### src/rtl/m1_wb_arbiter_if.sv
// Bundle of requester-side and Wishbone-side signals for the M1 arbiter.
// "master" is the arbiter's view (it masters the Wishbone bus); "slave" is
// the view of the surroundings (requesters plus the Wishbone slave).
interface m1_wb_arbiter_if #(
    parameter int N_CH = 2,
    parameter int AW   = 32,
    parameter int DW   = 32,
    parameter int SW   = DW / 8
);
    // requester side
    logic [N_CH-1:0]    req_i;
    logic [N_CH-1:0]    we_i;
    logic [N_CH*AW-1:0] addr_i;
    logic [N_CH*DW-1:0] data_i;
    logic [N_CH*SW-1:0] sel_i;
    logic [DW-1:0]      data_o;
    logic [N_CH-1:0]    done_o;
    logic [N_CH-1:0]    err_o;
    logic [N_CH-1:0]    grant_o;

    // Wishbone side
    logic               wb_cyc_o;
    logic               wb_stb_o;
    logic               wb_we_o;
    logic [AW-1:0]      wb_adr_o;
    logic [DW-1:0]      wb_dat_o;
    logic [SW-1:0]      wb_sel_o;
    logic               wb_ack_i;
    logic [DW-1:0]      wb_dat_i;

    modport master (
        input  req_i, we_i, addr_i, data_i, sel_i, wb_ack_i, wb_dat_i,
        output data_o, done_o, err_o, grant_o,
               wb_cyc_o, wb_stb_o, wb_we_o, wb_adr_o, wb_dat_o, wb_sel_o
    );

    modport slave (
        output req_i, we_i, addr_i, data_i, sel_i, wb_ack_i, wb_dat_i,
        input  data_o, done_o, err_o, grant_o,
               wb_cyc_o, wb_stb_o, wb_we_o, wb_adr_o, wb_dat_o, wb_sel_o
    );
endinterface

### src/rtl/m1_wb_arbiter.sv
// N-channel Wishbone master arbiter for the M1 core. Picks one requester
// (fixed priority or round-robin), runs a single classic Wishbone cycle for
// it, and returns a one-cycle done pulse (with err on bus timeout).
module m1_wb_arbiter #(
    parameter int N_CH    = 2,
    parameter int AW      = 32,
    parameter int DW      = 32,
    parameter int SW      = DW / 8,
    parameter int RR_MODE = 0,
    parameter int TIMEOUT = 255,
    parameter int TW      = 8
) (
    input  logic            sys_clock_i,
    input  logic            sys_reset_n_i,
    m1_wb_arbiter_if.master bus
);
    localparam int            IDXW    = (N_CH > 1) ? $clog2(N_CH) : 1;
    localparam logic [TW-1:0] TO_LAST = TW'((TIMEOUT > 0) ? TIMEOUT - 1 : 0);
    localparam logic [IDXW:0] N_CH_W  = (IDXW + 1)'(N_CH);

    typedef enum logic [1:0] {ST_IDLE, ST_BUS, ST_DONE} state_t;

    state_t          state_reg, state_next;
    logic [N_CH-1:0] grant_reg, grant_next;
    logic [IDXW-1:0] owner_reg, owner_next;
    // First channel examined by the round-robin search (one past last owner).
    logic [IDXW-1:0] rr_ptr_reg, rr_ptr_next;
    logic [TW-1:0]   tcnt_reg, tcnt_next;
    logic            cyc_reg, cyc_next;
    logic            we_reg, we_next;
    logic [AW-1:0]   adr_reg, adr_next;
    logic [DW-1:0]   wdat_reg, wdat_next;
    logic [SW-1:0]   sel_reg, sel_next;
    logic [DW-1:0]   rdata_reg, rdata_next;
    logic [N_CH-1:0] done_reg, done_next;
    logic [N_CH-1:0] err_reg, err_next;

    // Per-channel views of the flattened request buses.
    logic [AW-1:0] ch_addr [N_CH];
    logic [DW-1:0] ch_data [N_CH];
    logic [SW-1:0] ch_sel  [N_CH];

    generate
        for (genvar gi = 0; gi < N_CH; gi++) begin : g_ch
            assign ch_addr[gi] = bus.addr_i[gi*AW +: AW];
            assign ch_data[gi] = bus.data_i[gi*DW +: DW];
            assign ch_sel[gi]  = bus.sel_i[gi*SW +: SW];
        end
    endgenerate

    // Rotate requests so the search always starts at bit 0; fixed priority
    // is simply a rotation by zero.
    logic [IDXW-1:0]   search_base;
    logic [2*N_CH-1:0] req_dbl;
    logic [N_CH-1:0]   req_rot;
    logic              any_req;
    logic [IDXW:0]     wrap_sum;
    logic [IDXW-1:0]   win_idx;

    assign search_base = (RR_MODE != 0) ? rr_ptr_reg : '0;
    assign req_dbl     = {bus.req_i, bus.req_i} >> search_base;
    assign req_rot     = req_dbl[N_CH-1:0];
    assign any_req     = |bus.req_i;

    // Lowest set bit of the rotated vector, mapped back to a channel index.
    always_comb begin
        win_idx  = '0;
        wrap_sum = '0;
        for (int i = N_CH - 1; i >= 0; i--) begin
            if (req_rot[i]) begin
                wrap_sum = {1'b0, search_base} + (IDXW + 1)'(i);
                if (wrap_sum >= N_CH_W) begin
                    wrap_sum = wrap_sum - N_CH_W;
                end
                win_idx = wrap_sum[IDXW-1:0];
            end
        end
    end

    // Next-state and next-output logic for the IDLE/BUS/DONE sequence.
    always_comb begin
        state_next  = state_reg;
        grant_next  = grant_reg;
        owner_next  = owner_reg;
        rr_ptr_next = rr_ptr_reg;
        tcnt_next   = tcnt_reg;
        cyc_next    = cyc_reg;
        we_next     = we_reg;
        adr_next    = adr_reg;
        wdat_next   = wdat_reg;
        sel_next    = sel_reg;
        rdata_next  = rdata_reg;
        done_next   = '0;
        err_next    = '0;
        case (state_reg)
            ST_IDLE: begin
                if (any_req) begin
                    owner_next          = win_idx;
                    grant_next          = '0;
                    grant_next[win_idx] = 1'b1;
                    adr_next            = ch_addr[win_idx];
                    wdat_next           = ch_data[win_idx];
                    sel_next            = ch_sel[win_idx];
                    we_next             = bus.we_i[win_idx];
                    cyc_next            = 1'b1;
                    tcnt_next           = '0;
                    state_next          = ST_BUS;
                end
            end
            ST_BUS: begin
                tcnt_next = tcnt_reg + TW'(1);
                // Ack is checked first so a last-moment ack beats the timeout.
                if (bus.wb_ack_i) begin
                    if (!we_reg) begin
                        rdata_next = bus.wb_dat_i;
                    end
                    cyc_next   = 1'b0;
                    done_next  = grant_reg;
                    state_next = ST_DONE;
                end else if ((TIMEOUT != 0) && (tcnt_reg == TO_LAST)) begin
                    cyc_next   = 1'b0;
                    done_next  = grant_reg;
                    err_next   = grant_reg;
                    state_next = ST_DONE;
                end
            end
            ST_DONE: begin
                grant_next  = '0;
                rr_ptr_next = (owner_reg == IDXW'(N_CH - 1)) ? '0 : owner_reg + IDXW'(1);
                state_next  = ST_IDLE;
            end
            default: begin
                state_next = ST_IDLE;
            end
        endcase
    end

    // State and output registers; reset clears everything asynchronously.
    always_ff @(posedge sys_clock_i or negedge sys_reset_n_i) begin
        if (!sys_reset_n_i) begin
            state_reg  <= ST_IDLE;
            grant_reg  <= '0;
            owner_reg  <= '0;
            rr_ptr_reg <= '0;
            tcnt_reg   <= '0;
            cyc_reg    <= 1'b0;
            we_reg     <= 1'b0;
            adr_reg    <= '0;
            wdat_reg   <= '0;
            sel_reg    <= '0;
            rdata_reg  <= '0;
            done_reg   <= '0;
            err_reg    <= '0;
        end else begin
            state_reg  <= state_next;
            grant_reg  <= grant_next;
            owner_reg  <= owner_next;
            rr_ptr_reg <= rr_ptr_next;
            tcnt_reg   <= tcnt_next;
            cyc_reg    <= cyc_next;
            we_reg     <= we_next;
            adr_reg    <= adr_next;
            wdat_reg   <= wdat_next;
            sel_reg    <= sel_next;
            rdata_reg  <= rdata_next;
            done_reg   <= done_next;
            err_reg    <= err_next;
        end
    end

    assign bus.grant_o  = grant_reg;
    assign bus.done_o   = done_reg;
    assign bus.err_o    = err_reg;
    assign bus.data_o   = rdata_reg;
    assign bus.wb_cyc_o = cyc_reg;
    assign bus.wb_stb_o = cyc_reg;
    assign bus.wb_we_o  = we_reg;
    assign bus.wb_adr_o = adr_reg;
    assign bus.wb_dat_o = wdat_reg;
    assign bus.wb_sel_o = sel_reg;
endmodule

### src/flat_wrapper.sv
// flat-port wrapper written by rule: the top's interface ports become plain ports
module m1_wb_arbiter_flat 
#(
    parameter int N_CH    = 2,
    parameter int AW      = 32,
    parameter int DW      = 32,
    parameter int SW      = DW / 8,
    parameter int RR_MODE = 0,
    parameter int TIMEOUT = 255,
    parameter int TW      = 8
)
  (sys_clock_i, sys_reset_n_i, bus_req_i, bus_we_i, bus_addr_i, bus_data_i, bus_sel_i, bus_wb_ack_i, bus_wb_dat_i, bus_data_o, bus_done_o, bus_err_o, bus_grant_o, bus_wb_cyc_o, bus_wb_stb_o, bus_wb_we_o, bus_wb_adr_o, bus_wb_dat_o, bus_wb_sel_o);
  m1_wb_arbiter_if #(.N_CH(N_CH), .AW(AW), .DW(DW), .SW(SW)) bus_i ();
  input  logic sys_clock_i;
  input  logic sys_reset_n_i;
  input wire logic [$bits(bus_i.req_i)-1:0] bus_req_i;
  input wire logic [$bits(bus_i.we_i)-1:0] bus_we_i;
  input wire logic [$bits(bus_i.addr_i)-1:0] bus_addr_i;
  input wire logic [$bits(bus_i.data_i)-1:0] bus_data_i;
  input wire logic [$bits(bus_i.sel_i)-1:0] bus_sel_i;
  input wire logic [$bits(bus_i.wb_ack_i)-1:0] bus_wb_ack_i;
  input wire logic [$bits(bus_i.wb_dat_i)-1:0] bus_wb_dat_i;
  output wire logic [$bits(bus_i.data_o)-1:0] bus_data_o;
  output wire logic [$bits(bus_i.done_o)-1:0] bus_done_o;
  output wire logic [$bits(bus_i.err_o)-1:0] bus_err_o;
  output wire logic [$bits(bus_i.grant_o)-1:0] bus_grant_o;
  output wire logic [$bits(bus_i.wb_cyc_o)-1:0] bus_wb_cyc_o;
  output wire logic [$bits(bus_i.wb_stb_o)-1:0] bus_wb_stb_o;
  output wire logic [$bits(bus_i.wb_we_o)-1:0] bus_wb_we_o;
  output wire logic [$bits(bus_i.wb_adr_o)-1:0] bus_wb_adr_o;
  output wire logic [$bits(bus_i.wb_dat_o)-1:0] bus_wb_dat_o;
  output wire logic [$bits(bus_i.wb_sel_o)-1:0] bus_wb_sel_o;
  assign bus_i.req_i = bus_req_i;
  assign bus_i.we_i = bus_we_i;
  assign bus_i.addr_i = bus_addr_i;
  assign bus_i.data_i = bus_data_i;
  assign bus_i.sel_i = bus_sel_i;
  assign bus_i.wb_ack_i = bus_wb_ack_i;
  assign bus_i.wb_dat_i = bus_wb_dat_i;
  assign bus_data_o = bus_i.data_o;
  assign bus_done_o = bus_i.done_o;
  assign bus_err_o = bus_i.err_o;
  assign bus_grant_o = bus_i.grant_o;
  assign bus_wb_cyc_o = bus_i.wb_cyc_o;
  assign bus_wb_stb_o = bus_i.wb_stb_o;
  assign bus_wb_we_o = bus_i.wb_we_o;
  assign bus_wb_adr_o = bus_i.wb_adr_o;
  assign bus_wb_dat_o = bus_i.wb_dat_o;
  assign bus_wb_sel_o = bus_i.wb_sel_o;
  m1_wb_arbiter #(.N_CH(N_CH), .AW(AW), .DW(DW), .SW(SW), .RR_MODE(RR_MODE), .TIMEOUT(TIMEOUT), .TW(TW)) u_core (.sys_clock_i(sys_clock_i), .sys_reset_n_i(sys_reset_n_i), .bus(bus_i));
endmodule
### config.mk
export PLATFORM = sky130hd
export DESIGN_NAME = m1_wb_arbiter_flat
export DESIGN_NICKNAME = d
export VERILOG_FILES = /design/src/rtl/m1_wb_arbiter_if.sv /design/src/rtl/m1_wb_arbiter.sv /design/src/flat_wrapper.sv
export SDC_FILE = /design/constraint.sdc
export NUM_CORES = 1
export LEC_CHECK = 0
export CAP_MARGIN = 20
export CORE_AREA = 2 2 114 116
export CTS_CLUSTER_DIAMETER = 40
export DETAILED_ROUTE_END_ITERATION = 10
export DIE_AREA = 0 0 116 118
export PLACE_DENSITY = 0.84
export SYNTH_ARGS = -nofsm -noshare
export SYNTH_HDL_FRONTEND = slang
export SYNTH_SLANG_ARGS = --single-unit
### constraint.sdc
create_clock -name sys_clock_i -period 4.97 [get_ports sys_clock_i]
set_input_delay 0.497 -clock sys_clock_i [delete_from_list [all_inputs] [get_ports sys_clock_i]]
set_output_delay 0.497 -clock sys_clock_i [all_outputs]
set_load 0.01 [all_outputs]
**Word level (Yosys, flattened, before mapping)**

Index checks and enable logic that the tools add are counted.

- Register bits after elaboration: 118
- Input port bits: 175
- Output and inout port bits: 109
- Word-level logic and storage cells: 65

- $add $sub $neg: 1
- Magnitude comparators: 3
- Equality and inequality tests: 5
- Mux-type cells: 32
- Bitwise gates (word level): 2
- Reductions and logical operators: 11

Operators by type and width:

| kind | number |
|---|---|
| two-way mux 32 bit | 6 |
| two-way mux 2 bit | 9 |
| case mux 8 bit (2 select lines) | 1 |
| two-way mux 4 bit | 3 |
| adder 8 x 1 -> 8 bit (second input constant) | 1 |
| equality test 8 bit (second input constant) | 1 |
| two-way mux 1 bit | 8 |
| two-way mux 8 bit | 1 |
| case mux 2 bit (2 select lines) | 2 |
| AND reduction 2 bit | 4 |
| AND reduction 3 bit | 2 |
| nonzero test 2 bit | 2 |
| != test 3 x 2 -> 1 bit (second input constant) | 1 |
| equality test 2 x 1 -> 1 bit (second input constant) | 1 |
| equality test 2 bit (second input constant) | 1 |
| greater-or-equal comparator 2 bit (second input constant) | 1 |
| logical NOT 2 bit | 1 |
| less-than comparator 1 x 2 -> 1 bit (second input constant) | 1 |
| != test 2 x 1 -> 1 bit (second input constant) | 1 |
| inverter 1 -> 2 bit | 1 |
| case mux 1 bit (2 select lines) | 1 |
| OR reduction 2 bit | 1 |
| demux 1 bit (select 1 bit) | 1 |
| greater-or-equal comparator 1 bit (second input constant) | 1 |
| 2 further kinds | 2 |

**Depth between registers and ports, before layout**

Gate-level depths: netlist of run 1.

- Depth in word-level cells: 8
- Mapped depth: 7
- Mapped depth without buffers: 6

**Worst setup path before layout of run 1**

No wires, ideal clock.

- Kind: reg2reg
- Start: reg u_core.state_reg[1]
- End: reg u_core.rdata_reg[10], in the netlist u_core.bus.data_o[10]
- Setup time: 0.125 ns
- Arrival: 1.449 ns
- Required time: 4.845 ns
- Slack: 3.396 ns
- Cell stages (with the launch flop): 6
- Buffers on the path: 2
- Period minus slack after synthesis: 1.574 ns
- Path through: dfrtp_1 > nand2b_1 > buf_6 > nor3b_4 > buf_6 > mux2_2

- Cells in the longest elaborated chain, start to end: 2

RTL lines:

| what | line | text |
|---|---|---|
| from (decl) | m1_wb_arbiter.sv:23 | `state_t state_reg, state_next;` |
| from (signal assigned) | m1_wb_arbiter.sv:155 | `state_reg <= state_next;` |
| equality test 2 x 1 -> 1 bit | m1_wb_arbiter.sv:95 | `case (state_reg)` |
| AND reduction 3 bit (no line) | n/a |  |
| to (signal assigned) | m1_wb_arbiter.sv:165 | `rdata_reg <= rdata_next;` |
| to (decl) | m1_wb_arbiter.sv:34 | `logic [DW-1:0] rdata_reg, rdata_next;` |

No other way between the ends.
A chain may end at the register's enable or synchronous reset.

**Final worst setup path of run 1**

- Start: in bus_req_i[0]
- End: reg u_core.adr_reg[14], in the netlist u_core.bus.wb_adr_o[14]

- Cells in the longest elaborated chain, start to end: 5
- Elaborated cells on any way between the ends: 7
- Those cells by class: mux (4); bitwise (1); reduce/logical (2)

RTL lines:

| what | line | text |
|---|---|---|
| from (decl) | flat_wrapper.sv:16 | `input wire logic [$bits(bus_i.req_i)-1:0] bus_req_i;` |
| two-way mux 1 bit | m1_wb_arbiter.sv:70 | `if (req_rot[i]) begin` |
| inverter 1 -> 2 bit (implied by the code) | m1_wb_arbiter.sv:101 | `adr_next = ch_addr[win_idx];` |
| two-way mux 32 bit (implied by the code) (3 in a row) | m1_wb_arbiter.sv:101 |  |
| to (signal assigned) | m1_wb_arbiter.sv:162 | `adr_reg <= adr_next;` |
| to (decl) | m1_wb_arbiter.sv:31 | `logic [AW-1:0] adr_reg, adr_next;` |

Several ways; a longest one is shown, not always the timed one. The select of a mux whose other input is x is not followed.

==> reports/metrics.csv, run 1 <==
stage,metric,value,unit
status,outcome,completed,
synthesis,ys_seq_elements,118,
drt,wl,14900,um
synthesis,ys_warn_count,0,
flow_run,maxCapViolCount,0,
pwr,power.share.clock,0.248,
global_routing,grt_pass1_wl,23800,um
global_routing,grt_pass1_vias,4698,
clocking,cts_setup_buffers,0,
clocking,insertion_delay,0.41,ns
pwr,swShare,0.325,
setup_path,required,5.22,ns
floorplanning,die_area,13700,sq um
drt,antenna_left,0,
clocking,cts_root_buf,clkbuf_16,
place,numPortBuffers,283,
floorplanning,core,12400,sq um
drt,via_per_inst,4.84,
timing,timing.max_slew.rel_slack,0.433,
timing,setup_viol,0,
pwr,p_leak,3.93,nW
setup_path,arrival,2.45,ns
place,gp_congestion,0.809,
pwr,power,0.00492,W
timing,period_share,0.443,
floorplanning,die_h,118,um
place,place_inst,870,
clocking,cts_sinks,118,
floorplanning,io-pin-count,284,
drt,drtPass1Iterations,4,
pwr,p_sw,0.00160,W
clocking,clock_path_buffers,2,
final_layout,multi_input_area,1990,sq um
floorplanning,start_util,0.411,
final_layout,area_growth,69.2,%
timing,period_needed,2.20,ns
synthesis,seq_area_frac_synth,0.578,
final_layout,seq_area,2950,sq um
place,placed_cell_area,8050,sq um
final_layout,drive_gt1_frac,0.101,
final_layout,fillers,945,
setup_path,cp_max_fo,39,
timing,fmax,0.454,GHz
pwr,power.density,569,nW/um^2
setup_path,crit_type,in -> reg,
timing,slew_violations,0,
global_routing,grtUsageTotal,0.226,
synthesis,synth_cells,438,
min_path,hp-class,in -> async,
pwr,ir_worst_vdd,0.294,mV
synthesis,synth_area_per_cell,11.7,sq um
final_layout,nets,894,
drt,drc,0,
global_routing,antenna_found_initial,0,
timing,tns,0,ns
floorplanning,die_x,116,um
pwr,pwr-share-seq,0.340,
global_routing,grt_overflow,0,
drt,drt_iter0_drc,178,
timing,rsz0062_at_grt,no,
setup_path,start_kind,primary input,
setup_path,end_kind,register,
global_routing,grt_max_degree,89,
final_layout,fin_cells,902,
synthesis,syn-num-nets,615,
final_layout,stdcell_area,8640,sq um
clocking,cts_hold_buffers,0,
synthesis,synth_area,5110,sq um
timing,skew,0.00955,ns
pwr,power_frac_comb,0.413,
timing,timing_hold_violations_final,0,
drt,wire_per_inst,16.5,um
clocking,path_clk_slew,0.06,ns
clocking,cts_made_buffers,17,
pwr,p_int,0.00332,W
final_layout,diodes,0,
clocking,cts_tree,done,
synthesis,ys_types,29,
floorplanning,num_rows,41,
clocking,cts_resized,0,
drt,vias,4364,
clocking,htree_levels,4,
place,hpwl,11300,um
timing,tightest_slew,0.850,ns
==> metrics by stage <==
stage / utilization / setup slack (ns) / hold WS [ns]
detailed placement: 0.648 / 2.38 / 0.469
CTS: 0.696 / 2.79 / 0.226
finish: 0.696 / 2.77 / 0.199
global placement: 0.648 / 2.48 / 0.461
global route: 0.696 / 2.63 / 0.250
floorplan: - / 3.40 / 0.201
==> cells in the final DEF (no fill, tap or decap), types with 3 or more instances in the layout <==
master	n
clkdlybuf4s50_1	282
clkinvlp_4	3
o31ai_1	3
inv_1	4
buf_4	7
mux2i_1	71
nand3_1	3
nand2_1	72
nor2_1	4
dfrtp_1	118
mux2_2	30
clkbuf_16	17
nand4_1	4
inv_6	4
a21oi_1	5
and3_1	3
o21ai_0	72
==> Yosys cell counts <==
| cell | number | share of area |
|---|---|---|
| and3_1 | 3 | 0.0037 |
| and2b_1 | 1 | 0.0015 |
| clkbuf_1 | 7 | 0.0051 |
| buf_1 | 3 | 0.0022 |
| inv_1 | 4 | 0.0029 |
| a31oi_1 | 2 | 0.0024 |
| mux2_1 | 2 | 0.0044 |
| ha_1 | 2 | 0.0049 |
| nand2b_1 | 3 | 0.0037 |
| nor2_1 | 4 | 0.0029 |
| a22oi_1 | 1 | 0.0015 |
| buf_2 | 11 | 0.011 |
| buf_6 | 5 | 0.011 |
| mux2i_1 | 71 | 0.14 |
| o21ai_0 | 73 | 0.072 |
| o211ai_1 | 2 | 0.0029 |
| and2_1 | 2 | 0.0024 |
| o31ai_1 | 3 | 0.0044 |
| nand2_1 | 72 | 0.053 |
| buf_4 | 3 | 0.0044 |
| nand3_1 | 3 | 0.0029 |
| a31o_2 | 1 | 0.0017 |
| nand4_1 | 4 | 0.0049 |
| o21a_1 | 1 | 0.0015 |
| dfrtp_1 | 118 | 0.58 |
| mux2_2 | 30 | 0.066 |
| a21oi_1 | 5 | 0.0049 |
| nor3b_4 | 1 | 0.0037 |
| or2_2 | 1 | 0.0012 |
==> worst paths after layout <==
kind | startpoint | to | slack (ns) | cells past startpoint
setup / recovery | bus_req_i[0] | u_core.bus.wb_adr_o[14] | 2.77 | 5
hold / removal | sys_reset_n_i | u_core.bus.data_o[15] | 0.20 | 1
setup reg to reg | u_core.state_reg[1] | u_core.bus.data_o[28] | 3.11 | 4
hold reg to reg | u_core.bus.wb_adr_o[31] | u_core.bus.wb_adr_o[31] | 0.48 | 2
max in group asynchronous | sys_reset_n_i | u_core.tcnt_reg[2] | 3.59 | 2
min in group sys_clock_i | u_core.bus.wb_adr_o[31] | u_core.bus.wb_adr_o[31] | 0.48 | 2
==> critical path, stage by stage <==
cell and delay, ns:
clkdlybuf4s50_1 0.56, nand2b_4 0.36, buf_4 0.60, mux2i_1 0.28, o21ai_0 0.11
==> cells by family after synthesis <==
logic type	after synthesis	synth area share
flops	118	0.578
compound gates	88	0.0909
buf+inv	33	0.0365
simple gates	94	0.0799
mux	103	0.210
fa+ha+maj	2	0.00490
==> per-layer routing <==
metal	part of all wire	vias up	GRT usage
li1	-	2088	-
met1	0.36	2067	0.229
met2	0.54	181	0.417
met3	0.077	28	0.0783
met4	0.024	0	0.0871
met5	0	-	0
==> cell type report <==
class	instances	share of cell area
tap	172	0.0249
clock inverter	13	0.0168
sequential	118	0.342
inverter	4	0.00174
multi-input combinational	287	0.230
timing repair buffer	289	0.333
clock buffer	19	0.0524
==> power groups by stage <==
stage	Clock, W	Sequential (W)	Combinational, W
2_1_floorplan	0	0.00185	0.000670
3_3_place_gp	0	0.00166	0.00198
3_5_place_dp	0	0.00168	0.00205
4_1_cts	0.00125	0.00168	0.00206
5_1_grt	0.00129	0.00173	0.00220
6_report	0.00122	0.00167	0.00203
(Power assumes the default switching activity.)
==> run 2: changes to the inputs <==
CORE_AREA = 2 2 118 120   (was 2 2 114 116)
DIE_AREA = 0 0 120 122   (was 0 0 116 118)
PLACE_DENSITY = 0.79   (was 0.84)
clock period = 2.05 ns   (was 4.97 ns; I/O delays follow)
==> reports/metrics.csv, run 2 (synthesized netlist as in run 1, its figures left out) <==
stage,metric,value,unit
final_layout,seq_area,2950,sq um
setup_path,cp.depth,4,
clocking,htree_levels,4,
timing,slew_violations,0,
min_path,hp-class,in -> async,
drt,antenna_left,0,
global_routing,antenna_found_initial,0,
global_routing,grt_pass1_wl,21500,um
setup_path,rrSetupSlack,0.30,ns
global_routing,grt_overflow,0,
flow_run,maxCapViolCount,0,
setup_path,cp_slowest_cell,dfrtp_1,
final_layout,drive_gt1_frac,0.104,
clocking,insertion_delay,0.40,ns
status,outcome,completed,
setup_path,end_kind,register,
timing,tns,0,ns
setup_path,cp_max_fo,32,
timing,hold_ws,0.296,ns
global_routing,use_met3,0.0707,
setup_path,arrival,2.03,ns
pwr,power.density,1340,nW/um^2
timing,fmax,0.573,GHz
setup_path,crit_end,u_core.bus.data_o[27],
floorplanning,num_rows,43,
setup_path,critical_path.top_delay_family,simple AND/OR/NAND/NOR gates,
timing,skew,0.00541,ns
drt,drtPass1Iterations,4,
clocking,clock_path_buffers,2,
drt,wl,13700,um
drt,via_per_inst,4.68,
timing,timing_hold_violations_final,0,
pwr,ir_worst_vdd,0.689,mV
floorplanning,die_area,14600,sq um
final_layout,fillers,1043,
setup_path,startpoint,u_core.state_reg[1],
setup_path,critPathMaxStageDelay,0.41,ns
place,hpwl,10500,um
global_routing,grtUsageTotal,0.190,
drt,wire_per_inst,15.0,um
clocking,cts_sinks,118,
place,gp_congestion,0.740,
setup_path,start_kind,register,
setup_path,path_cells,nand2b_1 -> nor3b_4 -> buf_12 -> mux2_2,
clocking,cts_tree,done,
floorplanning,start_util,0.378,
final_layout,area_growth,70.8,%
timing,period_needed,1.75,ns
global_routing,met2_usage,0.335,
timing,setup_viol,0,
final_layout,final_common_cell,clkdlybuf4s50_1,
drt,vias,4281,
setup_path,reg2reg_depth,4,
setup_path,crit_type,reg -> reg,
clocking,cts_root_buf,clkbuf_16,
place,numPortBuffers,283,
floorplanning,die_x,120,um
timing,period_share,0.852,
pwr,p_leak,3.96,nW
timing,timing.max_slew.rel_slack,0.689,
global_routing,grt_pass1_vias,4292,
setup_path,r2r-end,u_core.bus.data_o[27],
drt,drt_iter0_drc,108,
final_layout,nets,898,
final_layout,diodes,0,
global_routing,grt_max_degree,95,
floorplanning,io-pin-count,284,
drt,drc,0,
global_routing,busiest_layer,met2,
clocking,path_clk_slew,0.05,ns
setup_path,cp_num_buf_inv,1,
floorplanning,die_h,122,um
setup_path,r2r-start,u_core.state_reg[1],
setup_path,required,2.33,ns
global_routing,grtUsageMet1,0.209,
final_layout,final_cell_mix,"282 x clkdlybuf4s50_1, 118 x dfrtp_1, 72 x nand2_1, 72 x o21ai_0, 71 x mux2i_1",
clocking,cts_made_buffers,17,
timing,tightest_slew,0.467,ns
timing,rsz0062_at_grt,no,
floorplanning,core,13500,sq um
final_layout,multi_input_area,1990,sq um
==> run 2: cell count changes in the layout (fill, tap and decap cells not counted), sizes merged <==
cell / previous run / this run
clkinvlp: 3 / 5
clkbuf: 19 / 20
buf: 7 / 10
clkinv: 4 / 6
inv: 8 / 4
dlygate4sd3: 0 / 1
bufinv: 2 / 1
==> run 2: routing by layer <==
metal	wire [um]	up-vias
met4	219	0
met5	0	-
met2	7080	170
li1	-	2092
met3	1160	19
met1	5220	2000
==> run 2: what timing repair did <==
item,4_1_cts,5_1_grt
hold buffers,1,0
resized for setup,0,0
endpoints found under the hold margin,31,0
endpoints found under the setup margin,0,0
buffers inserted,0,0
==> run 2: per-stage QoR <==
step	power (W)	std cells	worst slack [ns]	util	instance area (sq um)
5_1_grt	0.0125	914	0.196	0.646	8720
3_5_place_dp	0.00909	881	0.246	0.604	8150
6_report	0.0117	914	0.304	0.646	8720
2_1_floorplan	0.00612	438	0.476	-	5110
3_3_place_gp	0.00891	881	0.304	0.604	8150
4_1_cts	0.0119	914	0.299	0.646	8720
==> run 2: layout make-up <==
class / count / area share
inverters: 4 / 0.00172
clock inverters: 12 / 0.0120
multi-input cells: 287 / 0.228
repair buffers: 293 / 0.342
flip-flops and latches: 118 / 0.338
clock buffers: 20 / 0.0523
well taps: 180 / 0.0258
==> run 2: worst min-delay path by stage <==
| stage | startpoint | end | slack (ns) | cells past startpoint |
|---|---|---|---|---|
| floorplan | sys_reset_n_i | u_core.bus.data_o[0] | -0.09 | 0 |
| detailed placement | sys_reset_n_i | u_core.bus.data_o[27] | 0.19 | 1 |
| CTS | sys_reset_n_i | u_core.bus.wb_adr_o[21] | 0.31 | 2 |
| global route | sys_reset_n_i | u_core.bus.data_o[30] | 0.34 | 2 |
| global placement | sys_reset_n_i | u_core.bus.data_o[30] | 0.19 | 1 |
| finish | sys_reset_n_i | u_core.bus.wb_adr_o[23] | 0.30 | 2 |
==> run 2: power by group <==
part | total [W] | switching [W] | internal, W
clock | 0.00273 | 0.00101 | 0.00172
sequential | 0.00405 | 0.000627 | 0.00342
combinational | 0.00495 | 0.00210 | 0.00285
total | 0.0117 | 0.00373 | 0.00799
==> RTL change 1: new RTL, flow settings as in run 2 <==
`RR_MODE` is set to 0 in 2 places; all go to 1.
--- a/src/rtl/m1_wb_arbiter.sv
+++ b/src/rtl/m1_wb_arbiter.sv
@@ -6,7 +6,7 @@
     parameter int AW      = 32,
     parameter int DW      = 32,
     parameter int SW      = DW / 8,
-    parameter int RR_MODE = 0,
+    parameter int RR_MODE = 1,
     parameter int TIMEOUT = 255,
     parameter int TW      = 8
 ) (
--- a/src/flat_wrapper.sv
+++ b/src/flat_wrapper.sv
@@ -5,7 +5,7 @@
     parameter int AW      = 32,
     parameter int DW      = 32,
     parameter int SW      = DW / 8,
-    parameter int RR_MODE = 0,
+    parameter int RR_MODE = 1,
     parameter int TIMEOUT = 255,
     parameter int TW      = 8
 )
Check against the original RTL: not equivalent (a bounded check fails within 10 cycles, from zero or initial values and one cycle with sys_reset_n_i low).
==> RTL change 1 against run 2 <==
Worst setup slack gained 0.10 ns. Worst hold slack got worse by 0.11 ns. Die area is the same. Clock skew is 0.0030 ns higher. Area after synthesis rose by 1.9%. Critical path depth unchanged. Critical path type unchanged. Cell area increased by 0.53%. First-iteration DRC count rose by 130%. Power increased by 8.9%. Global-route usage is 3.2 points higher. Largest cell class is now flip-flops and latches. Largest power group unchanged. Routed wire length is 20% higher. Sequential share of layout area increased by 0.39 points. Sequential cell count increased by 2.
==> RTL change 1: results <==
export IMPL_seq_area_share_pct=34.2
export IMPL_synth_cell_types=38
export IMPL_num_nonclk_buffers=295
export IMPL_timing_rr_start="u_core.state_reg[1]"
export IMPL_finalNetCount=845
export IMPL_hp_class="in -> async"
export IMPL_cp_data_arrival_time_ns=1.93
export IMPL_diodes=0
export IMPL_dpl_hpwl_mm=11.8
export IMPL_p_per_area_nw_per_um2=1460
export IMPL_r2r_setup_slack_ns=0.40
export IMPL_grt_pass1_vias=4721
export IMPL_dp_slack_ns=0.205
export IMPL_ir_drop_mv=0.689
export IMPL_dp_cells=828
export IMPL_drt_initial_drc_count=249
export IMPL_ys_seq_area_share_pct=57.7
export IMPL_gp_congestion=0.823
export IMPL_stdcell_count=861
export IMPL_leakage_nw=3.59
export IMPL_bufAreaShareNonClock_pct=33.9
export IMPL_netlist_top_cells_area="dfrtp_1 58%, a221o_1 13%, a21boi_0 9.9%"
export IMPL_drive_gt1_share_pct=11.5
export IMPL_multi_input_area_um2=1970
export IMPL_clkSinkCount=120
export IMPL_grt_util_all_layers_pct=22.1
export IMPL_grt_max_degree=71
export IMPL_cp_top_family="flip-flops"
export IMPL_multi_input_gates=232
export IMPL_inv_count=2
export IMPL_endpoint="u_core.bus.data_o[30]"
export IMPL_syn_nets=567
export IMPL_antenna_found_initial=0
export IMPL_postPlaceCellArea_um2=8170
export IMPL_fillers=1021
export IMPL_crit_fanout=32
export IMPL_cts_resized=0
export IMPL_nClkBuffers=18
export IMPL_status="finished clean"
export IMPL_synth_common_cells="120 x dfrtp_1, 69 x a21boi_0, 69 x a221o_1"
export IMPL_synthCells=390
export IMPL_avgViaCountPerCell=5.29
export IMPL_finalCritPeriodShare_pct=80.3
export IMPL_clk_share_pct=6.70
export IMPL_slowest_delay_ns=0.47
export IMPL_clkTransAtPathRegs_ns=0.06
export IMPL_finClkSkew_ns=0.00842
export IMPL_worst_setup_path_type="reg -> reg"
export IMPL_drt_total_wl_mm=16.4
export IMPL_firstDrtPassIters=5
-- RTL change 1: cell types whose count changed after synthesis, sizes merged, moves of 4 or more --
cell,run 2,this run
a21boi,0,69
nand2,72,8
nor2,4,8
mux2i,71,4
a221o,0,69
o21ai,73,6
clkbuf,7,15
-- RTL change 1: what timing repair did --
| item | 4_1_cts | 5_1_grt |
|---|---|---|
| setup endpoints to repair | 0 | 0 |
| hold endpoints to repair | 120 | 0 |
| hold buffers | 1 | 0 |
-- RTL change 1: logic make-up after synthesis --
| kind of cell | count (synthesis) | synth area share (%) |
|---|---|---|
| xor+xnor | 1 | 0.168 |
| flops | 120 | 57.7 |
| compound gates | 156 | 25.5 |
| mux | 36 | 7.69 |
| fa+ha+maj | 2 | 0.481 |
| simple gates | 37 | 3.97 |
| buf+inv | 38 | 4.54 |
-- RTL change 1: how the worst min path moves through the flow --
stage                     slack (ns)     startpoint                     end
final                           0.19  sys_reset_n_i  u_core.bus.wb_dat_o[0]
after global routing            0.19  sys_reset_n_i  u_core.bus.wb_dat_o[0]
after CTS                       0.17  sys_reset_n_i   u_core.bus.data_o[25]
after detailed placement        0.06  sys_reset_n_i   u_core.bus.data_o[25]
after global placement          0.06  sys_reset_n_i   u_core.bus.data_o[25]
after floorplan                -0.09  sys_reset_n_i    u_core.bus.data_o[0]
-- RTL change 1: layer usage --
metal  part of all wire (%)  GRT usage, %
met5                      0             0
met2                     51          38.0
met1                     39          26.3
met4                    1.8          8.24
met3                    8.6          6.79
-- RTL change 1: where the power goes --
group | total (mW) | switching [mW] | internal (mW)
clock network | 2.93 | 1.10 | 1.82
registers | 4.13 | 0.659 | 3.47
logic | 5.71 | 2.34 | 3.37
==> RTL change 2: new RTL, settings of run 2 <==
Made on the original files. Take the reset off `adr_reg` and load it in a clocked block of its own.
--- a/src/rtl/m1_wb_arbiter.sv
+++ b/src/rtl/m1_wb_arbiter.sv
@@ -145,7 +145,6 @@
             tcnt_reg   <= '0;
             cyc_reg    <= 1'b0;
             we_reg     <= 1'b0;
-            adr_reg    <= '0;
             wdat_reg   <= '0;
             sel_reg    <= '0;
             rdata_reg  <= '0;
@@ -159,13 +158,16 @@
             tcnt_reg   <= tcnt_next;
             cyc_reg    <= cyc_next;
             we_reg     <= we_next;
-            adr_reg    <= adr_next;
             wdat_reg   <= wdat_next;
             sel_reg    <= sel_next;
             rdata_reg  <= rdata_next;
             done_reg   <= done_next;
             err_reg    <= err_next;
         end
+    end
+
+    always_ff @(posedge sys_clock_i) begin
+        adr_reg <= adr_next;
     end
 
     assign bus.grant_o  = grant_reg;
Behaviour: not the same (a bounded check fails within 4 cycles, from zero or initial values and one cycle with sys_reset_n_i low).
==> RTL change 2 against run 2 <==
Routed wire length rose by 4.7%. Core utilization up 3.0 points. Via count decreased by 9.7%. Power grew 1.4%. Global-route usage is 0.28 points higher. Sequential cell count unchanged. Worst setup slack better by 0.052 ns. First-iteration DRC count is 26% higher. Sequential share of layout area grew 0.24 points. Area after synthesis increased by 6.2%. Worst hold slack worse by 0.026 ns. Cell area is 4.7% higher. Largest power group unchanged. Highest routed layer unchanged.
==> RTL change 2: results <==
export IMPL_firstDrtPassIters=4
export IMPL_use_met2_pct=35.5
export IMPL_reg2reg_to="u_core.bus.wb_dat_o[22]"
export IMPL_htreeDepth=4
export IMPL_clkTransAtPathRegs_ns=0.06
export IMPL_clockBufferDepth=2
export IMPL_netlist_top_cells_area="dfrtp_1 40%, mux2_4 18%, edfxtp_1 18%"
export IMPL_diodes=0
export IMPL_postPlaceCellArea_um2=8500
export IMPL_fillers=973
export IMPL_tightest_slew_ns=0.451
export IMPL_grt_max_degree=40
export IMPL_holdWs_ns=0.270
export IMPL_ys_async_sr_fraction_pct=72.9
export IMPL_gp_congestion=0.835
export IMPL_grt_pass1_wl_mm=21.4
export IMPL_timing_rr_start="u_core.state_reg[1]"
export IMPL_port_buffers=283
export IMPL_hp_class="in -> async"
export IMPL_vias=3866
export IMPL_synthCells=325
export IMPL_use_met1_pct=20.3
export IMPL_post_drt_wl_per_cell_um=17.6
export IMPL_crit_fanout=11
export IMPL_dp_slack_ns=0.112
export IMPL_ff2ff_path_depth=4
export IMPL_finClkSkew_ns=0.0142
export IMPL_ys_seq_area_share_pct=57.4
export IMPL_grt_pass1_vias=4159
export IMPL_stdcell_count=816
export IMPL_finalNetCount=800
export IMPL_ir_drop_mv=0.556
export IMPL_drive_gt1_share_pct=28.5
export IMPL_dp_cells=783
export IMPL_grt_util_met3_pct=5.52
export IMPL_grt_util_all_layers_pct=19.2
export IMPL_numCtsBuffers=17
export IMPL_antenna_found_initial=0
export IMPL_r2r_setup_slack_ns=0.36
export IMPL_clk_root_buffer_cell="clkbuf_16"
export IMPL_synth_common_cells="86 x dfrtp_1, 65 x mux2_2, 65 x mux2_4"
export IMPL_slowest_delay_ns=0.42
export IMPL_dpl_hpwl_mm=11.1
export IMPL_crit_path_top_delay_cell="dfrtp_1"
export IMPL_synth_edff_count=32
export IMPL_ys_flop_type="dfrtp_1"
export IMPL_clock_latency_ns=0.41
export IMPL_drt_initial_drc_count=136
export IMPL_leakage_nw=3.84
export IMPL_synth_cell_types=34
export IMPL_status="finished clean"
export IMPL_yosysWarnings=0
export IMPL_syn_nets=502
RTL change 2: cell count changes in the layout (fill, tap and decap cells not counted), sizes merged, moves of 3 or more:
| cell | run 2 | this run |
|---|---|---|
| mux2 | 32 | 138 |
| nand2 | 72 | 4 |
| o21ai | 73 | 5 |
| mux2i | 71 | 5 |
| dfrtp | 118 | 86 |
| edfxtp | 0 | 32 |
| buf | 10 | 13 |
| nand4 | 4 | 1 |
| o31ai | 3 | 0 |
RTL change 2: final cells by class:
type / count / area [um^2] / share of cell area (%)
Clock buffer: 21 / 504 / 5.52
Clock inverter: 11 / 118 / 1.29
Inverter: 3 / 11.3 / 0.123
Multi-Input combinational cell: 187 / 2160 / 23.6
Sequential cell: 118 / 3110 / 34.1
Tap cell: 180 / 225 / 2.47
Timing Repair Buffer: 296 / 3010 / 32.9
RTL change 2: cell families after synthesis:
family	share of synthesized area (%)
AOI/OAI and AO/OA	1.98
adders and majority gates	0.461
buffers and inverters	3.05
DFF	57.4
muxes	34.1
and+or+nand+nor	3.02
RTL change 2: critical path: cells and delay by family (launching register included):
family	cells	cell delay (ns)
flip-flops	1	0.42
buffers and inverters	1	0.29
AND/OR/NAND/NOR	2	0.53
multiplexers	1	0.32
RTL change 2: worst max-delay path by stage:
stage | startpoint | to | slack, ns | cells past startpoint
2_1_floorplan | u_core.state_reg[1] | u_core.bus.wb_dat_o[29] | 0.35 | 4
3_3_place_gp | bus_req_i[1] | u_core.bus.wb_dat_o[25] | 0.14 | 6
3_5_place_dp | bus_req_i[1] | u_core.bus.wb_dat_o[19] | 0.11 | 6
4_1_cts | u_core.state_reg[1] | u_core.bus.wb_sel_o[1] | 0.36 | 4
5_1_grt | u_core.state_reg[1] | u_core.bus.wb_dat_o[19] | 0.28 | 4
6_report | u_core.state_reg[1] | u_core.bus.wb_dat_o[22] | 0.36 | 4
RTL change 2: layer usage:
metal,wire length [um],vias to the layer above
li1,-,1794
met1,5250,1866
met5,0,-
met4,331,0
met2,7630,178
met3,1110,28
RTL change 2: what timing repair did:
item                      4_1_cts  5_1_grt
hold buffers                    1        0
buffers inserted                0        0
resized for setup               0        0
hold endpoints to repair       22        0
RTL change 2: power by group:
group          switching [mW]  internal, mW  total (mW)
clock                    1.02          2.00        3.02
combinational            1.76          3.07        4.83
sequential              0.565          3.46        4.03
total                    3.35          8.53        11.9
